--- src/rtl/stepper_pulse_gen_if.sv ---
// Command/status bundle between the block-movement controller (master) and one
// stepper pulse generator (slave).
interface stepper_pulse_gen_if #(
    parameter int STEP_W = 16
);
    logic              i_start;
    logic [STEP_W-1:0] i_steps;
    logic              i_dir;
    logic              i_abort;
    logic              o_step;
    logic              o_direction;
    logic              o_busy;
    logic              o_done;
    logic [STEP_W-1:0] o_remaining;

    modport master (
        output i_start, i_steps, i_dir, i_abort,
        input  o_step, o_direction, o_busy, o_done, o_remaining
    );

    modport slave (
        input  i_start, i_steps, i_dir, i_abort,
        output o_step, o_direction, o_busy, o_done, o_remaining
    );
endinterface

--- src/rtl/stepper_pulse_gen.sv ---
// Single-axis stepper pulse generator: direction setup, fixed-rate step pulses,
// abort at the end of a LOW phase, one-cycle done pulse.
module stepper_pulse_gen #(
    parameter int STEP_W      = 16,
    parameter int HALF_PERIOD = 25000,
    parameter int SETUP_CYC   = 50
) (
    input  logic                i_Clk,
    input  logic                i_rst_n,
    stepper_pulse_gen_if.slave  bus
);
    localparam int MAX_CYC = (HALF_PERIOD > SETUP_CYC) ? HALF_PERIOD : SETUP_CYC;
    localparam int CNT_W   = (MAX_CYC > 1) ? $clog2(MAX_CYC) : 1;

    localparam logic [CNT_W-1:0]  HALF_LOAD  = CNT_W'(HALF_PERIOD - 1);
    localparam logic [CNT_W-1:0]  SETUP_LOAD = CNT_W'(SETUP_CYC - 1);
    localparam logic [STEP_W-1:0] ONE_STEP   = STEP_W'(1);

    typedef enum logic [2:0] {
        IDLE,
        SETUP,
        HIGH,
        LOW,
        DONE
    } state_t;

    state_t           state;
    logic [CNT_W-1:0] phase_cnt;

    // NOTE: every register here uses non-blocking assignments so all state and
    // outputs update together on the edge, with no ordering dependence.
    always_ff @(posedge i_Clk or negedge i_rst_n) begin
        if (!i_rst_n) begin
            state           <= IDLE;
            phase_cnt       <= '0;
            bus.o_step      <= 1'b0;
            bus.o_direction <= 1'b0;
            bus.o_busy      <= 1'b0;
            bus.o_done      <= 1'b0;
            bus.o_remaining <= '0;
        end else begin
            bus.o_done <= 1'b0;
            unique case (state)
                IDLE: begin
                    if (bus.i_start) begin
                        bus.o_direction <= bus.i_dir;
                        bus.o_remaining <= bus.i_steps;
                        bus.o_busy      <= 1'b1;
                        phase_cnt       <= SETUP_LOAD;
                        state           <= SETUP;
                    end
                end

                // A zero-step command leaves through here after one busy cycle.
                SETUP: begin
                    if (bus.i_abort || bus.o_remaining == '0) begin
                        bus.o_busy <= 1'b0;
                        bus.o_done <= 1'b1;
                        phase_cnt  <= '0;
                        state      <= DONE;
                    end else if (phase_cnt == '0) begin
                        bus.o_step <= 1'b1;
                        phase_cnt  <= HALF_LOAD;
                        state      <= HIGH;
                    end else begin
                        phase_cnt <= phase_cnt - 1'b1;
                    end
                end

                HIGH: begin
                    if (phase_cnt == '0) begin
                        bus.o_step <= 1'b0;
                        phase_cnt  <= HALF_LOAD;
                        state      <= LOW;
                    end else begin
                        phase_cnt <= phase_cnt - 1'b1;
                    end
                end

                // Abort is only honoured once the full LOW time has elapsed.
                LOW: begin
                    if (phase_cnt == '0) begin
                        if (bus.o_remaining != '0) begin
                            bus.o_remaining <= bus.o_remaining - ONE_STEP;
                        end
                        if (bus.o_remaining <= ONE_STEP || bus.i_abort) begin
                            bus.o_busy <= 1'b0;
                            bus.o_done <= 1'b1;
                            phase_cnt  <= '0;
                            state      <= DONE;
                        end else begin
                            bus.o_step <= 1'b1;
                            phase_cnt  <= HALF_LOAD;
                            state      <= HIGH;
                        end
                    end else begin
                        phase_cnt <= phase_cnt - 1'b1;
                    end
                end

                DONE: begin
                    state <= IDLE;
                end

                default: begin
                    bus.o_step <= 1'b0;
                    bus.o_busy <= 1'b0;
                    phase_cnt  <= '0;
                    state      <= IDLE;
                end
            endcase
        end
    end
endmodule

--- src/flat_wrapper.sv ---
// flat-port wrapper written by rule: the top's interface ports become plain ports
module stepper_pulse_gen_flat 
#(
    parameter int STEP_W      = 16,
    parameter int HALF_PERIOD = 25000,
    parameter int SETUP_CYC   = 50
)
  (i_Clk, i_rst_n, bus_i_start, bus_i_steps, bus_i_dir, bus_i_abort, bus_o_step, bus_o_direction, bus_o_busy, bus_o_done, bus_o_remaining);
  stepper_pulse_gen_if #(.STEP_W(STEP_W)) bus_i ();
  input  logic i_Clk;
  input  logic i_rst_n;
  input wire logic [$bits(bus_i.i_start)-1:0] bus_i_start;
  input wire logic [$bits(bus_i.i_steps)-1:0] bus_i_steps;
  input wire logic [$bits(bus_i.i_dir)-1:0] bus_i_dir;
  input wire logic [$bits(bus_i.i_abort)-1:0] bus_i_abort;
  output wire logic [$bits(bus_i.o_step)-1:0] bus_o_step;
  output wire logic [$bits(bus_i.o_direction)-1:0] bus_o_direction;
  output wire logic [$bits(bus_i.o_busy)-1:0] bus_o_busy;
  output wire logic [$bits(bus_i.o_done)-1:0] bus_o_done;
  output wire logic [$bits(bus_i.o_remaining)-1:0] bus_o_remaining;
  assign bus_i.i_start = bus_i_start;
  assign bus_i.i_steps = bus_i_steps;
  assign bus_i.i_dir = bus_i_dir;
  assign bus_i.i_abort = bus_i_abort;
  assign bus_o_step = bus_i.o_step;
  assign bus_o_direction = bus_i.o_direction;
  assign bus_o_busy = bus_i.o_busy;
  assign bus_o_done = bus_i.o_done;
  assign bus_o_remaining = bus_i.o_remaining;
  stepper_pulse_gen #(.STEP_W(STEP_W), .HALF_PERIOD(HALF_PERIOD), .SETUP_CYC(SETUP_CYC)) u_core (.i_Clk(i_Clk), .i_rst_n(i_rst_n), .bus(bus_i));
endmodule
--- config.mk ---
export PLATFORM = sky130hd
export DESIGN_NAME = stepper_pulse_gen_flat
export DESIGN_NICKNAME = d
export VERILOG_FILES = /design/src/rtl/stepper_pulse_gen_if.sv /design/src/rtl/stepper_pulse_gen.sv /design/src/flat_wrapper.sv
export SDC_FILE = /design/constraint.sdc
export NUM_CORES = 1
export LEC_CHECK = 0
export CORE_ASPECT_RATIO = 1.5
export CORE_UTILIZATION = 53
export DETAILED_ROUTE_END_ITERATION = 16
export PLACE_DENSITY = 0.81
export SLEW_MARGIN = 20
export SYNTH_ARGS = -nofsm -noshare
export SYNTH_HDL_FRONTEND = slang
export SYNTH_SLANG_ARGS = --single-unit
export TNS_END_PERCENT = 5
--- constraint.sdc ---
create_clock -name i_Clk -period 3.15 [get_ports i_Clk]
set_input_delay 0.945 -clock i_Clk [delete_from_list [all_inputs] [get_ports i_Clk]]
set_output_delay 0.945 -clock i_Clk [all_outputs]
set_load 0.02 [all_outputs]
* Word level (Yosys, flattened, before mapping)
Cells that the tools add are included.
** Storage, ports and cells
- Register bits :: 38
- Bits in latches :: 0
- RAM bits :: 0
- Bits in read-only memories :: 0
- Bits of input ports :: 21
- Output and inout bits :: 20
- Logic and storage cells :: 74
- Memories :: 0
** Operators by class
- $add $sub $neg :: 2
- Multipliers :: 0
- Div/mod/pow operators :: 0
- Order comparisons :: 1
- Equal/unequal tests :: 14
- Shift-type cells :: 0
- Mux-type cells :: 32
- Bitwise gates (word level) :: 3
- Reduce and logical (&&, ||, !) cells :: 15
** Operators by type and width (number)
- 2-to-1 mux 15 bit :: 5
- one-hot mux 15 bit (5 select lines) :: 1
- 2-to-1 mux 16 bit :: 3
- one-hot mux 16 bit (2 select lines) :: 1
- 2-to-1 mux 3 bit :: 6
- <= comparator 16 x 1 -> 1 bit (second input constant) :: 1
- zero test 16 bit :: 1
- nonzero test 16 bit :: 1
- subtractor 16 x 1 -> 16 bit (second input constant) :: 1
- zero test 15 bit :: 1
- subtractor 15 x 1 -> 15 bit (second input constant) :: 1
- 2-to-1 mux 1 bit :: 12
- != test 2 x 1 -> 1 bit (second input constant) :: 6
- one-hot mux 3 bit (4 select lines) :: 1
- one-hot mux 1 bit (4 select lines) :: 2
- AND reduction 4 bit :: 2
- == test 3 x 2 -> 1 bit (second input constant) :: 2
- != test 2 bit (second input constant) :: 3
- AND reduction 6 bit :: 1
- AND reduction 5 bit :: 1
- AND reduction 2 bit :: 2
- OR reduction 2 bit :: 2
- == test 3 x 1 -> 1 bit (second input constant) :: 1
- == test 3 bit (second input constant) :: 1
- 6 further kinds :: 9

* Longest topological paths before layout
- Depth after elaboration :: 5
- Mapped depth :: 9
- Depth with buffers taken out :: 7

* Worst setup path before layout
Ideal clock, no wire load.
- Path type :: reg-to-reg
- Start point :: register u_core.phase_cnt[0]
- End point :: register u_core.bus.o_remaining[15]
- Data arrival time :: 2575 ps
- Path slack :: 454 ps
- Cell stages (with the launch flop) :: 10
- Path buffers :: 2
- Cells stage by stage :: dfrtp_1 -> inv_1 -> ha_1 -> or3b_1 -> clkbuf_1 -> or4_1 -> buf_2 -> o31a_1 -> a211o_1 -> a22o_1
** On the way
- Longest elaborated chain between the ends :: 3
** Ends and longest elaborated chain
- from (decl) :: line stepper_pulse_gen.sv:28 : logic [CNT_W-1:0] phase_cnt;
- from (signal assigned) :: line stepper_pulse_gen.sv:66 : phase_cnt <= phase_cnt - 1'b1;
- from (signal assigned) :: line stepper_pulse_gen.sv:76 : phase_cnt <= phase_cnt - 1'b1;
- from (signal assigned) :: line stepper_pulse_gen.sv:97 : phase_cnt <= phase_cnt - 1'b1;
- zero test 15 bit :: line stepper_pulse_gen.sv:82 : if (phase_cnt == '0) begin
- != test 2 x 1 -> 1 bit (no line)
- AND reduction 4 bit (no line)
- to (signal assigned) :: line stepper_pulse_gen.sv:47 : bus.o_remaining <= bus.i_steps;
- to (signal assigned) :: line stepper_pulse_gen.sv:84 : bus.o_remaining <= bus.o_remaining - ONE_STEP;
- to (decl) :: line stepper_pulse_gen_if.sv:23 : output o_step, o_direction, o_busy, o_done, o_remaining
Every way passes these cells.
A chain may end at the register's enable or synchronous reset.

* Final worst setup path
Ends and elaborated chain as after synthesis.

==> metrics <==
die area=between 0.004 and 0.005 mm²; Cell Area, Placed=0.00283 mm²; WP depth=7; First-pass DRT Iterations=4; first-pass GRT wire length=~11 mm; fmax=about 360 MHz; Final Hold Fails=0; Yosys warning count=0; Worst Tran Pin Value=842 ps; Total Power=~3100 µW; Via Count=approximately 2400; Hold Path Depth=1; DRC violations left=0; CTS tree=built; Max clock buf depth=2; Cell Area, Synth=between 0.002 and 0.0025 mm²; cts hold-fix bufs=0; CP Max Fanout=7; CP required=3340 ps; post-synth top area cell=dfrtp_1; final setup TNS=0 ps; routability-driven placement congestion ratio=slightly below 0.9; WHS Endpoint=u_core.phase_cnt[6]$_DFFE_PN0P_; final WL=~6.4 mm; largest net degree at the start of global routing=39; max-slew violations=0; Layout Utilization=69.2%; Total GRT Usage=29.4%; drt initial violations=between 90 and 100; maximum VDD drop=about 710 µV; Site Rows=29; Reg clk slew, reported paths=about 80 ps; max incr delay on CP=680 ps; FF/Latch Area=about 950 µm²; CTS buffer count=5; area grow syn2layout=24.9%; synthesized area per cell=8.37 µm²; Startpoint Class=flip-flop; RR Startpoint=u_core.phase_cnt[0]$_DFFE_PN0P_; Via density=roughly 6.5; Worst path slowest cell=or4_1; period utilisation layout=between 80% and 90%; cell leakage power=approximately 0.0012 µW; top_reg_cell synth=dfrtp_1; vias in the first global route=around 2400; syn_nets=just over 300; critical-path cell list=inv_1 > ha_1 > or3b_1 > or4_1 > o31a_1 > a211o_1 > a22o_1; DRT antenna net count=0; top cells by area, synth=dfrtp_1, o21ai_1, a21oi_1; cts repair resizes=0; drt wl/cell=17.1 µm; initial antenna violation count=0; Layout fillers=371; outcome=complete, no violations; Syn Inst Count=roughly 280; Async SR Flop Fraction=100%; Seq/Total Area, Yosys=between 40% and 50%; post-route design area=around 0.0029 mm²; Post-CTS Setup Inserts=0; area of the multi-input gates=approximately 0.0013 mm²; Antenna Cells=0; Buf+Inv Stages, Crit Path=1; critical path's top delay family=simple AND/OR/NAND/NOR gates; setup ws final=around 370 ps; die width=approximately 56 µm; Setup-failing EPs final=0; Post-DP HPWL=4.56 mm; most frequent cell after synthesis=dfrtp_1; Core Area=~0.0042 mm²; Max Cap Violations=0; minimum clock period=around 2800 ps; max_slew headroom=43.9%; hold path startpoint=u_core.phase_cnt[6]$_DFFE_PN0P_; RSZ-0062 raised after global routing=false; Final Net Count=~350; Post-synth EDFFs=0; IO Pins=between 40 and 50; reg2reg path depth=7; Crit. Startpoint=u_core.phase_cnt[0]$_DFFE_PN0P_; Starting Density=between 50% and 60%; layout cells sized above 1=under 10%; critical path class=reg2reg; PwrDens=about 1000 mW/mm²; library cells used by synthesis=50; Buffers on Ports=40; later-pin clock latency in the skew report=about 290 ps; Synth Register Bits=38; Synth top area share=40.4%; htree depth=2; gr ovfl total=0; Setup crit end kind=flip-flop; Reg2Reg Setup Slack=around 370 ps; reg2reg end=u_core.bus.o_remaining[15]$_DFFE_PN0P_; Hold WC Path Type=reg2reg; Die Ht=between 80 and 90 µm; Clock Sinks=38; top post-synthesis cells by count=dfrtp_1, nor2_1, o21ai_1; DP Worst Slack=between 300 and 400 ps; skew final=approximately 7.1 ps; CTS Root Cell=clkbuf_8; data arrival time of the critical path=around 3000 ps
-- sequential cells by signal (all words and copies together) (netlist names) --
signal and flops:
u_core.bus.o_done 1, u_core.bus.o_direction 1, u_core.bus.o_busy 1, u_core.state 3, u_core.bus.o_remaining 16, u_core.bus.o_step 1
u_core.phase_cnt 15
-- report_power, final --
group / internal [µW] / switching (µW) / total, µW
registers: 698 / 294 / 992
logic: 719 / 943 / 1660
clock network: 233 / 179 / 412
-- cell usage in the layout, fill, tap and decap left out, types with 2 or more instances in the layout --
cell type / synthesis / routed
clkdlybuf4s50_1: 0 / 39
dfrtp_1: 38 / 38
nor2_1: 26 / 26
o21ai_1: 21 / 21
a21oi_1: 20 / 20
nand2_1: 16 / 16
inv_1: 14 / 14
nor3_1: 13 / 13
o21ai_0: 13 / 13
buf_4: 0 / 11
nor4_1: 8 / 8
nand3_1: 8 / 8
or4_1: 7 / 7
a22oi_1: 6 / 6
or3_1: 5 / 5
o31ai_1: 5 / 5
a211oi_1: 5 / 5
clkbuf_8: 0 / 5
and3_1: 4 / 4
ha_1: 4 / 4
and4_1: 3 / 3
o21a_1: 3 / 3
o31a_1: 3 / 3
o211ai_1: 3 / 3
o2111ai_1: 3 / 3
a21o_1: 3 / 3
o22ai_1: 3 / 3
or2_2: 2 / 2
nor3b_1: 2 / 2
nor2b_1: 2 / 2
a2bb2oi_1: 2 / 2
nand4_1: 2 / 2
o41ai_1: 2 / 2
a211o_1: 2 / 2
xor2_1: 2 / 2
o2bb2ai_1: 2 / 2
clkinv_2: 0 / 2
-- layout make-up --
class | count | share of cell area [%]
Clock buffer | 5 | 2.34
Clock inverter | 3 | 1.36
Inverter | 14 | 1.79
Multi-Input combinational cell | 214 | 43.9
Sequential cell | 38 | 32.4
Tap cell | 46 | 1.96
Timing Repair Buffer | 51 | 16.3
-- layer usage --
metal	vias up	wire length (µm)	GRT usage [%]
li1	1142	-	-
met1	1162	2490	33.6
met2	75	3460	53.5
met3	18	234	4.03
met4	0	169	12.6
met5	-	0	0
-- metrics by stage --
stage	hold slack (ps)	cells
6_report	491	371
5_1_grt	538	371
4_1_cts	492	371
3_5_place_dp	471	363
3_3_place_gp	467	363
2_1_floorplan	448	281
-- kinds of logic after synthesis --
family | Yosys count | synth area share [%]
DFF | 38 | 40.4
adders and majority gates | 4 | 2.13
and+or+nand+nor | 104 | 23.4
AOI/OAI and AO/OA | 102 | 27.8
buffers and inverters | 29 | 4.73
xor gates and xnor gates | 3 | 1.12
muxes | 1 | 0.479
-- how the worst max path moves through the flow --
stage / end / slack [ps]
floorplan: u_core.bus.o_remaining[15]$_DFFE_PN0P_ / 450
global placement: u_core.bus.o_remaining[15]$_DFFE_PN0P_ / 430
detailed placement: u_core.bus.o_remaining[15]$_DFFE_PN0P_ / 370
CTS: u_core.bus.o_remaining[15]$_DFFE_PN0P_ / 370
global route: u_core.bus.o_remaining[7]$_DFFE_PN0P_ / 240
finish: u_core.bus.o_remaining[15]$_DFFE_PN0P_ / 370
No activity file was read; power rests on OpenSTA's default activity.
